[src/rtl/alu_exec_pkg.sv]
// Shared codes for the execute stage: ALU_OP classes, funct fields, 4-bit ctrl codes, FSM states.
package alu_exec_pkg;

  localparam logic [2:0] ALU_OP_SUB   = 3'b000;
  localparam logic [2:0] ALU_OP_ADD   = 3'b001;
  localparam logic [2:0] ALU_OP_SLT   = 3'b010;
  localparam logic [2:0] ALU_OP_AND   = 3'b011;
  localparam logic [2:0] ALU_OP_OR    = 3'b100;
  localparam logic [2:0] ALU_OP_ADDU  = 3'b101;
  localparam logic [2:0] ALU_OP_SUBU  = 3'b110;
  localparam logic [2:0] ALU_OP_RTYPE = 3'b111;

  localparam logic [5:0] FUNCT_ADD   = 6'b100000;
  localparam logic [5:0] FUNCT_ADDU  = 6'b100001;
  localparam logic [5:0] FUNCT_SUB   = 6'b100010;
  localparam logic [5:0] FUNCT_SUBU  = 6'b100011;
  localparam logic [5:0] FUNCT_AND   = 6'b100100;
  localparam logic [5:0] FUNCT_OR    = 6'b100101;
  localparam logic [5:0] FUNCT_XOR   = 6'b100110;
  localparam logic [5:0] FUNCT_NOR   = 6'b100111;
  localparam logic [5:0] FUNCT_SLT   = 6'b101010;
  localparam logic [5:0] FUNCT_SLTU  = 6'b101011;
  localparam logic [5:0] FUNCT_MFHI  = 6'b010000;
  localparam logic [5:0] FUNCT_MFLO  = 6'b010010;
  localparam logic [5:0] FUNCT_MULTU = 6'b011001;
  localparam logic [5:0] FUNCT_DIVU  = 6'b011011;

  typedef enum logic [3:0] {
    CTRL_AND     = 4'b0000,
    CTRL_OR      = 4'b0001,
    CTRL_ADD     = 4'b0010,
    CTRL_XOR     = 4'b0011,
    CTRL_MFHI    = 4'b0100,
    CTRL_MFLO    = 4'b0101,
    CTRL_SUB     = 4'b0110,
    CTRL_SLT     = 4'b0111,
    CTRL_MULTU   = 4'b1000,
    CTRL_DIVU    = 4'b1001,
    CTRL_ADDU    = 4'b1010,
    CTRL_SUBU    = 4'b1011,
    CTRL_NOR     = 4'b1100,
    CTRL_SLTU    = 4'b1101,
    CTRL_ILLEGAL = 4'b1111
  } ctrl_e;

  typedef enum logic [1:0] {
    ST_IDLE = 2'd0,
    ST_MUL  = 2'd1,
    ST_DIV  = 2'd2
  } state_e;

endpackage

[src/rtl/alu_ctrl_decode.sv]
// Combinational alu_op/funct -> ctrl decode, shared with the hazard unit.
// With ALU_EXEC_MDU_EN undefined, MFHI/MFLO/MULTU/DIVU decode as illegal.
module alu_ctrl_decode
  import alu_exec_pkg::*;
(
  input  logic [2:0] alu_op_i,
  input  logic [5:0] funct_i,
  output ctrl_e      ctrl_o
);

  always_comb begin
    ctrl_o = CTRL_ILLEGAL;
    case (alu_op_i)
      ALU_OP_SUB:  ctrl_o = CTRL_SUB;
      ALU_OP_ADD:  ctrl_o = CTRL_ADD;
      ALU_OP_SLT:  ctrl_o = CTRL_SLT;
      ALU_OP_AND:  ctrl_o = CTRL_AND;
      ALU_OP_OR:   ctrl_o = CTRL_OR;
      ALU_OP_ADDU: ctrl_o = CTRL_ADDU;
      ALU_OP_SUBU: ctrl_o = CTRL_SUBU;
      default: begin
        case (funct_i)
          FUNCT_ADD:   ctrl_o = CTRL_ADD;
          FUNCT_ADDU:  ctrl_o = CTRL_ADDU;
          FUNCT_SUB:   ctrl_o = CTRL_SUB;
          FUNCT_SUBU:  ctrl_o = CTRL_SUBU;
          FUNCT_AND:   ctrl_o = CTRL_AND;
          FUNCT_OR:    ctrl_o = CTRL_OR;
          FUNCT_XOR:   ctrl_o = CTRL_XOR;
          FUNCT_NOR:   ctrl_o = CTRL_NOR;
          FUNCT_SLT:   ctrl_o = CTRL_SLT;
          FUNCT_SLTU:  ctrl_o = CTRL_SLTU;
`ifdef ALU_EXEC_MDU_EN
          FUNCT_MFHI:  ctrl_o = CTRL_MFHI;
          FUNCT_MFLO:  ctrl_o = CTRL_MFLO;
          FUNCT_MULTU: ctrl_o = CTRL_MULTU;
          FUNCT_DIVU:  ctrl_o = CTRL_DIVU;
`endif
          default:     ctrl_o = CTRL_ILLEGAL;
        endcase
      end
    endcase
  end

endmodule

[src/rtl/alu_exec_unit.sv]
// Execute stage: registered ALU plus optional iterative multu/divu unit with HI/LO.
// The multiply/divide unit is built only when ALU_EXEC_MDU_EN is defined.
module alu_exec_unit
  import alu_exec_pkg::*;
#(
  parameter int WIDTH = 32,
  parameter int CNT_W = $clog2(WIDTH) + 1
) (
  input  logic             clk,
  input  logic             rst_n,
  input  logic             in_valid,
  output logic             in_ready,
  input  logic [2:0]       alu_op,
  input  logic [5:0]       funct,
  input  logic [WIDTH-1:0] src_a,
  input  logic [WIDTH-1:0] src_b,
  output logic             out_valid,
  output logic [WIDTH-1:0] result,
  output logic             zero,
  output logic             overflow,
  output logic             illegal,
  output logic [WIDTH-1:0] hi,
  output logic [WIDTH-1:0] lo
);

  ctrl_e            ctrl;
  logic [WIDTH-1:0] sum, diff, alu_res;
  logic             alu_ovf, alu_ill, alu_take;

  logic             out_valid_q, out_valid_d;
  logic [WIDTH-1:0] result_q, result_d;
  logic             zero_q, zero_d;
  logic             overflow_q, overflow_d;
  logic             illegal_q, illegal_d;

  alu_ctrl_decode u_decode (
    .alu_op_i (alu_op),
    .funct_i  (funct),
    .ctrl_o   (ctrl)
  );

  assign sum  = src_a + src_b;
  assign diff = src_a - src_b;

`ifdef ALU_EXEC_MDU_EN
  state_e             state_q, state_d;
  logic [CNT_W-1:0]   cnt_q, cnt_d;
  logic [2*WIDTH-1:0] work_q, work_d;
  logic [WIDTH-1:0]   opnd_q, opnd_d;
  logic [WIDTH-1:0]   hi_q, hi_d, lo_q, lo_d;
  logic [WIDTH:0]     mul_sum, div_rem;
  logic [WIDTH-1:0]   div_sub;
  logic [2*WIDTH-1:0] mul_step, div_step;
  logic               last_iter;

  // work_q holds {partial product, multiplier} for MUL and {remainder, dividend/quotient} for DIV
  assign mul_sum   = {1'b0, work_q[2*WIDTH-1:WIDTH]} + (work_q[0] ? {1'b0, opnd_q} : {(WIDTH+1){1'b0}});
  assign mul_step  = {mul_sum, work_q[WIDTH-1:1]};
  assign div_rem   = {work_q[2*WIDTH-1:WIDTH], work_q[WIDTH-1]};
  assign div_sub   = div_rem[WIDTH-1:0] - opnd_q;
  assign div_step  = (div_rem >= {1'b0, opnd_q}) ? {div_sub, work_q[WIDTH-2:0], 1'b1}
                                                 : {div_rem[WIDTH-1:0], work_q[WIDTH-2:0], 1'b0};
  assign last_iter = (cnt_q == CNT_W'(WIDTH - 1));

  assign in_ready = (state_q == ST_IDLE);
  assign hi       = hi_q;
  assign lo       = lo_q;
`else
  assign in_ready = 1'b1;
  assign hi       = '0;
  assign lo       = '0;
`endif

  always_comb begin
    alu_res = '0;
    alu_ovf = 1'b0;
    alu_ill = 1'b0;
    case (ctrl)
      CTRL_AND:  alu_res = src_a & src_b;
      CTRL_OR:   alu_res = src_a | src_b;
      CTRL_XOR:  alu_res = src_a ^ src_b;
      CTRL_NOR:  alu_res = ~(src_a | src_b);
      CTRL_ADDU: alu_res = sum;
      CTRL_SUBU: alu_res = diff;
      CTRL_ADD: begin
        alu_res = sum;
        alu_ovf = (src_a[WIDTH-1] == src_b[WIDTH-1]) && (sum[WIDTH-1] != src_a[WIDTH-1]);
      end
      CTRL_SUB: begin
        alu_res = diff;
        alu_ovf = (src_a[WIDTH-1] != src_b[WIDTH-1]) && (diff[WIDTH-1] != src_a[WIDTH-1]);
      end
      CTRL_SLT:  alu_res = {{(WIDTH-1){1'b0}}, $signed(src_a) < $signed(src_b)};
      CTRL_SLTU: alu_res = {{(WIDTH-1){1'b0}}, src_a < src_b};
`ifdef ALU_EXEC_MDU_EN
      CTRL_MFHI: alu_res = hi_q;
      CTRL_MFLO: alu_res = lo_q;
`endif
      default:   alu_ill = 1'b1;
    endcase
  end

  always_comb begin
    out_valid_d = 1'b0;
    result_d    = result_q;
    zero_d      = 1'b0;
    overflow_d  = 1'b0;
    illegal_d   = 1'b0;
    alu_take    = 1'b0;
`ifdef ALU_EXEC_MDU_EN
    state_d = state_q;
    cnt_d   = cnt_q;
    work_d  = work_q;
    opnd_d  = opnd_q;
    hi_d    = hi_q;
    lo_d    = lo_q;
    case (state_q)
      ST_IDLE: begin
        if (in_valid) begin
          if (ctrl == CTRL_MULTU) begin
            state_d = ST_MUL;
            cnt_d   = '0;
            work_d  = {{WIDTH{1'b0}}, src_b};
            opnd_d  = src_a;
          end else if (ctrl == CTRL_DIVU && src_b != '0) begin
            state_d = ST_DIV;
            cnt_d   = '0;
            work_d  = {{WIDTH{1'b0}}, src_a};
            opnd_d  = src_b;
          end else if (ctrl == CTRL_DIVU) begin
            // divide by zero retires immediately with a defined HI/LO
            hi_d        = src_a;
            lo_d        = '1;
            out_valid_d = 1'b1;
            result_d    = '1;
          end else begin
            alu_take = 1'b1;
          end
        end
      end
      ST_MUL, ST_DIV: begin
        work_d = (state_q == ST_MUL) ? mul_step : div_step;
        cnt_d  = cnt_q + 1'b1;
        if (last_iter) begin
          state_d     = ST_IDLE;
          cnt_d       = '0;
          hi_d        = work_d[2*WIDTH-1:WIDTH];
          lo_d        = work_d[WIDTH-1:0];
          out_valid_d = 1'b1;
          result_d    = work_d[WIDTH-1:0];
          zero_d      = (work_d[WIDTH-1:0] == '0);
        end
      end
      default: state_d = ST_IDLE;
    endcase
`else
    alu_take = in_valid;
`endif
    if (alu_take) begin
      out_valid_d = 1'b1;
      result_d    = alu_res;
      zero_d      = (alu_res == '0);
      overflow_d  = alu_ovf;
      illegal_d   = alu_ill;
    end
  end

  always_ff @(posedge clk or negedge rst_n) begin
    if (!rst_n) begin
      out_valid_q <= 1'b0;
      result_q    <= '0;
      zero_q      <= 1'b0;
      overflow_q  <= 1'b0;
      illegal_q   <= 1'b0;
`ifdef ALU_EXEC_MDU_EN
      state_q     <= ST_IDLE;
      cnt_q       <= '0;
      work_q      <= '0;
      opnd_q      <= '0;
      hi_q        <= '0;
      lo_q        <= '0;
`endif
    end else begin
      out_valid_q <= out_valid_d;
      result_q    <= result_d;
      zero_q      <= zero_d;
      overflow_q  <= overflow_d;
      illegal_q   <= illegal_d;
`ifdef ALU_EXEC_MDU_EN
      state_q     <= state_d;
      cnt_q       <= cnt_d;
      work_q      <= work_d;
      opnd_q      <= opnd_d;
      hi_q        <= hi_d;
      lo_q        <= lo_d;
`endif
    end
  end

  assign out_valid = out_valid_q;
  assign result    = result_q;
  assign zero      = zero_q;
  assign overflow  = overflow_q;
  assign illegal   = illegal_q;

endmodule

[config.mk]
export PLATFORM = sky130hd
export DESIGN_NAME = alu_exec_unit
export DESIGN_NICKNAME = d
export VERILOG_FILES = /design/src/rtl/alu_exec_pkg.sv /design/src/rtl/alu_ctrl_decode.sv /design/src/rtl/alu_exec_unit.sv
export SDC_FILE = /design/constraint.sdc
export NUM_CORES = 1
export LEC_CHECK = 0
export CAP_MARGIN = 15
export CORE_MARGIN = 4
export CORE_UTILIZATION = 31
export DETAILED_ROUTE_END_ITERATION = 12
export PLACE_DENSITY = 0.54
export SLEW_MARGIN = 20
export SYNTH_ARGS = -nofsm -noshare
export SYNTH_HDL_FRONTEND = slang
export SYNTH_SLANG_ARGS = --single-unit
export TNS_END_PERCENT = 10
[constraint.sdc]
create_clock -name clk -period 1.05 [get_ports clk]
set_input_delay 0.2625 -clock clk [delete_from_list [all_inputs] [get_ports clk]]
set_output_delay 0.2625 -clock clk [all_outputs]
set_load 0.1 [all_outputs]
### Word level (Yosys, flattened, before mapping)

Index checks and enable logic that the tools add are counted.

| operators by class | value |
|---|---|
| add/sub/neg operators | 2 |
| magnitude comparators | 2 |
| eq/ne operators | 29 |
| mux-type cells | 9 |
| bitwise logic cells | 4 |
| reduce and logical (&&, ||, !) cells | 8 |

Operator list:

| cell | number |
|---|---|
| 32-bit case mux with 8 select lines | 1 |
| 32-bit less-than comparator | 2 |
| 6-bit == test (second input constant) | 10 |
| 4-bit case mux with 10 select lines | 1 |
| 32-bit adder | 1 |
| 32-bit bitwise AND | 1 |
| 32-bit logical NOT | 1 |
| 32-bit NOT | 1 |
| 32-bit bitwise OR | 1 |
| 32-bit subtractor | 1 |
| 32-bit bitwise XOR | 1 |
| 4-bit case mux with 7 select lines | 1 |
| 4-bit == test (second input constant) | 4 |
| 10-bit OR reduction | 1 |
| 3-bit == test (second input constant) | 3 |
| 4-bit by 2-bit == test with 1-bit output (second input constant) | 2 |
| 4-bit by 3-bit == test with 1-bit output (second input constant) | 2 |
| 3-bit by 2-bit == test with 1-bit output (second input constant) | 2 |
| 1-bit two-way mux | 5 |
| 4-bit by 1-bit == test with 1-bit output (second input constant) | 1 |
| 4-bit logical NOT | 1 |
| 2-bit OR reduction | 2 |
| 3-bit by 1-bit == test with 1-bit output (second input constant) | 1 |
| 3-bit logical NOT | 1 |
| other kinds (4) | 7 |

| word-level totals | value |
|---|---|
| register bits after elaboration | 36 |
| input bits | 76 |
| output and inout bits | 101 |
| word-level logic and storage cells | 59 |

### Longest topological paths before layout

| depth | value |
|---|---|
| word-level depth | 8 |
| mapped depth | 17 |
| gate-level depth less buffers | 15 |

### Modules after synthesis

A second synthesis with hierarchy kept.

| second synthesis, totals | value |
|---|---|
| cell total of the unflattened synthesis | 1115 |
| area total of the unflattened synthesis | 7767.4 sq um |

By module, submodules not included:

| module | instances | cells an instance | area an instance (sq um) | seq. area each (sq um) |
|---|---|---|---|---|
| alu_exec_unit | 1 | 1090 | 7623.6 | 900.9 |
| alu_ctrl_decode | 1 | 25 | 143.9 | 0.0 |

### Least setup slack after synthesis

Ideal clock, no wire load.

| path | value |
|---|---|
| path type | in2reg |
| from | in src_b[6] |
| to | reg zero_q, in the netlist zero |
| setup time | 80 ps |
| arrival time | 3727 ps |
| required time | 970 ps |
| slack | -2757 ps |
| stages on the path | 15 |
| buffers on the path | 1 |
| path through | inv_1 > ha_1 > buf_2 > nor2b_1 > a2111oi_0 > a2111oi_0 > nor3_1 > o22ai_1 > o21ai_0 > o211ai_1 > or4_1 > nor4_1 > nand4_1 > or4_1 > nor3_2 |

| on the way | value |
|---|---|
| longest elaborated chain between the ends | 5 |
| elaborated cells on any way between the ends | 11 |
| classes of those cells | 2 x add/sub; 2 x order compare; 2 x mux; 4 x bitwise; 1 x reduce/logical |

Ends and longest elaborated chain:

| element | RTL line | source |
|---|---|---|
| start, declared | alu_exec_unit.sv:16 | `input logic [WIDTH-1:0] src_b,` |
| branches (longest 2 deep; another with 32-bit subtractor) | - |  |
| 32-bit case mux with 8 select lines (*) | alu_exec_unit.sv:78 | `case (ctrl)` |
| 32-bit logical NOT (*) | alu_exec_unit.sv:162 | `zero_d = (alu_res == '0);` |
| 1-bit two-way mux (*) | alu_exec_unit.sv:159 | `if (alu_take) begin` |
| via zero_d | alu_exec_unit.sv:32 | `logic zero_q, zero_d;` |
| end signal, assigned | alu_exec_unit.sv:186 | `zero_q <= zero_d;` |
| end, declared | alu_exec_unit.sv:32 |  |

Mark *: on every way through the listed nets, which the timed path passes.
A chain may end at the register's enable or synchronous reset.

### Worst setup path in the final report

| path | value |
|---|---|
| from | in funct[4] |
| to | reg zero_q, in the netlist zero |

| on the way | value |
|---|---|
| longest elaborated chain between the ends | 8 |
| elaborated cells on any way between the ends | 27 |
| classes of those cells | 19 x eq/ne; 4 x mux; 4 x reduce/logical |

Ends and longest elaborated chain:

| element | RTL line | source |
|---|---|---|
| start, declared | alu_exec_unit.sv:14 | `input logic [5:0] funct,` |
| 6-bit == test | alu_ctrl_decode.sv:22 | `case (funct_i)` |
| 4-bit case mux with 10 select lines (*) | alu_ctrl_decode.sv:22 |  |
| 4-bit case mux with 7 select lines (*) | alu_ctrl_decode.sv:13 | `case (alu_op_i)` |
| 4-bit by 3-bit == test with 1-bit output (tied with other cells) | alu_exec_unit.sv:78 |  |
| 2-bit OR reduction (no source line) | - |  |
| 32-bit case mux with 8 select lines (*) | alu_exec_unit.sv:78 |  |
| 32-bit logical NOT (*) | alu_exec_unit.sv:162 |  |
| 1-bit two-way mux (*) | alu_exec_unit.sv:159 |  |
| via zero_d | alu_exec_unit.sv:32 |  |

The timed path passes the listed nets; every way through them passes the cells marked *.

==> results by group <==
Run status
  – Run status: complete, but fails checks
  – Failing checks: setup timing

Final layout
  – Filler Cells Inserted: 2241
  – Layout cells sized above 1: 50.2%
  – Commonest non-fill, non-tap cell in the layout: buf_4
  – Layout overhead on the synthesized area: 86.9%
  – Final layout net count: 1802
  – Design area: 0.0145 sq mm
  – Commonest cells after routing, fill and taps aside: buf_4, nor2_1, a21oi_1
  – Ant diodes: 0

Synth
  – Mapped cell area: 0.00773 sq mm
  – Yosys warning total: 0
  – Netlist cell types: 85
  – Mapped Cells: 1096
  – Post-Syn Area per Cell: 7.06 sq um
  – Main synth FF type: dfrtp_1
  – Largest cells by area after synthesis: ha_1, dfrtp_1, a21oi_1
  – Number of flops mapped to enable cells by yosys: 0
  – Fraction of registers with async set/reset: 100%
  – Synth area leader: ha_1
  – Yosys top cell area share: 15.7%
  – Synth Register Bits: 36
  – Sequential share of the synthesized area: 11.6%

Clock tree
  – Root Buffer: clkbuf_16
  – CTS buffer count: 5
  – CTS Hold Bufs: 0
  – CTS tree: done
  – Max Buffers Root-to-Sink: 2
  – Clock Latency Late Sink: 270 ps
  – Reg clk slew, reported paths: 60 ps
  – Num Clock Sinks: 36
  – H-tree depth: 2

Timing
  – Fmax: 281 MHz
  – Fin crit share: 339%
  – Final TNS setup: -65720 ps
  – Final Skew: 0 ps
  – Final worst path period need: 3560 ps
  – Worst setup margin: -2510 ps
  – Slew Viols, Final: 0
  – Setup violators final: 71
  – Slew headroom: 59.4%
  – Slew @ Worst Pin: 604 ps
  – Final Hold Fails: 0
  – RSZ-0062 raised after global routing: yes
  – Hold_ws: 381 ps

GRT
  – Total gr overflow: 0
  – Initial antenna violation count: 0
  – Total track usage: 23.7%
  – Vias in the first global route: 9805
  – Largest net degree at the start of global routing: 37
  – First-pass GRT wire length: 54200 microns

Floorplan
  – Die Y: 166 microns
  – Row cnt: 57
  – I/O pins: 177
  – CORE AREA: 0.0245 sq mm
  – Die area: 0.0275 sq mm
  – Starting Density: 31.6%
  – Die span in x: 166 microns

Critical path
  – Crit Path Class: primary input to register
  – Path depth of the worst reg2reg path: 1
  – CP max FO: 5
  – WP depth: 14
  – Crit path max-delay family: simple AND/OR/NAND/NOR gates
  – Worst endpoint data arrival time: 3760 ps
  – WP buf/inv: 2
  – Req. time, crit path: 1250 ps
  – Crit. End Element: register
  – Worst path cell trace: buf_6, or3b_4, a221o_2, buf_6, a31oi_4, nor2_1, a221o_1, nor4_4, nand4_1, or3_4, nor4_4, nand4_1, or4_4, nor3_2
  – Max incr delay on CP: 430 ps
  – Crit path max-delay cell type: or4_4
  – Critical Path Source Type: primary input

Pwr
  – Internal Pwr Total: 7.70 mW
  – Sw power: 7.72 mW
  – Switching share of power: 50.1%
  – Comb power frac: 76.9%
  – Lkg Pwr: 6.77 nW
  – PD cells: 1070 mW/mm^2
  – Clock power frac: 10.6%
  – Sequential share of power: 12.5%
  – Max VDD drop: 1.57 mV

Detailed routing
  – Vias per cell: 5.23
  – Wirelength per Cell: 18.2 microns
  – Via Count: 10200
  – DR iter-0 viols: 791
  – WL final: 35600 microns
  – Detail Route Antenna Nets: 0
  – Drt drc: 0
  – Drt first pass iters: 5

Placed design
  – Placed wire-length estimate: 28900 microns
  – Placer congestion estimate: 0.948
  – Port bufs: 111
  – Placement Cell Area: 0.0125 sq mm

Job
  – Max-cap violations: 0

Worst hold path
  – Type of the worst min-delay path: primary input to asynchronous set/reset pin
## Yosys cell counts, drive strengths merged (4+ instances only)
cell type / n
mux2i: 6
a32o: 6
nand4: 13
a211oi: 20
nand2b: 6
a311oi: 4
and2: 5
nor2b: 14
a22oi: 10
o21bai: 13
o211ai: 13
nand3: 21
nor3: 27
clkbuf: 48
or2: 5
o311ai: 6
mux2: 15
ha: 97
a221o: 10
o31ai: 19
o221ai: 9
and3: 7
a21o: 8
nor4: 11
nand2: 78
a22o: 7
or3: 10
inv: 105
dfrtp: 36
nor2: 109
o21ai: 60
a31o: 4
a221oi: 14
a21oi: 117
xnor2: 11
or4: 4
a31oi: 6
o22ai: 6
o21a: 5
a2111oi: 4
buf: 76
## final cells by class
class / instances / area (sq um) / area share (%)
Multi-Input combinational cell: 894 / 7400 / 51.2
Timing Repair Buffer: 585 / 5170 / 35.8
Sequential cell: 36 / 902 / 6.24
Inverter: 105 / 412 / 2.85
Tap cell: 324 / 405 / 2.80
Clock buffer: 6 / 129 / 0.891
Clock inverter: 2 / 35.0 / 0.242
## flip-flops by register name, indices dropped and copies added (netlist names)
register	flops
zero	1
illegal	1
out_valid	1
result	32
overflow	1
## power groups by stage
stage                     registers (mW)  logic (mW)  clock network [mW]
after global routing                1.97        12.4                1.73
after global placement              1.94        10.3                   0
after floorplan                     3.63        4.13                   0
final                               1.93        11.9                1.63
after detailed placement            1.95        10.3                   0
after CTS                           1.93        11.0                1.66
## metrics by stage
stage / worst slack [ps] / total power, mW / utilization (%) / cells
after floorplan: -2280 / 7.76 / - / 1159
after global placement: -3470 / 12.2 / 51.0 / 1893
after detailed placement: -3560 / 12.3 / 51.0 / 1893
after CTS: -2580 / 14.6 / 55.5 / 1923
after global routing: -2630 / 16.1 / 59.1 / 1952
final: -2510 / 15.4 / 59.1 / 1952
## kinds of logic after synthesis
kind of cell,count (synthesis),share of synthesized area [%]
AO/OA/AOI/OAI,372,32.9
AND/OR/NAND/NOR,323,19.9
buffers and inverters,229,14.6
adder cells (fa/ha/maj),100,16.3
flip-flops,36,11.6
multiplexers,21,3.01
XOR/XNOR,13,1.47
other,2,0.0971
## worst paths after layout
| kind | from | end | slack (ps) |
|---|---|---|---|
| min | rst_n | result[26]$_DFFE_PN0P_ | 380 |
| max reg2reg | result[21]$_DFFE_PN0P_ | result[21]$_DFFE_PN0P_ | 230 |
| min in group clk | in_valid | out_valid$_DFF_PN0_ | 440 |
| max in group asynchronous | rst_n | result[21]$_DFFE_PN0P_ | 470 |
| min reg2reg | result[0]$_DFFE_PN0P_ | result[0]$_DFFE_PN0P_ | 570 |
| max | funct[4] | zero$_DFF_PN0_ | -2510 |
## what timing repair did
action | 4_1_cts | 5_1_grt
pin swaps | 57 | 93
gates resized for setup | 260 | 208
setup endpoints to repair | 71 | 71
buffers inserted | 23 | 37
## per-layer routing
metal,vias up,wire length [microns],part of all wire (%),global-route usage [%]
met4,0,751,2.1,4.84
met1,4821,16400,46,34.2
met2,418,16000,45,37.6
li1,4906,-,-,-
met5,-,0,0,0
met3,55,2420,6.8,3.38
No activity file was read; power rests on OpenSTA's default activity.
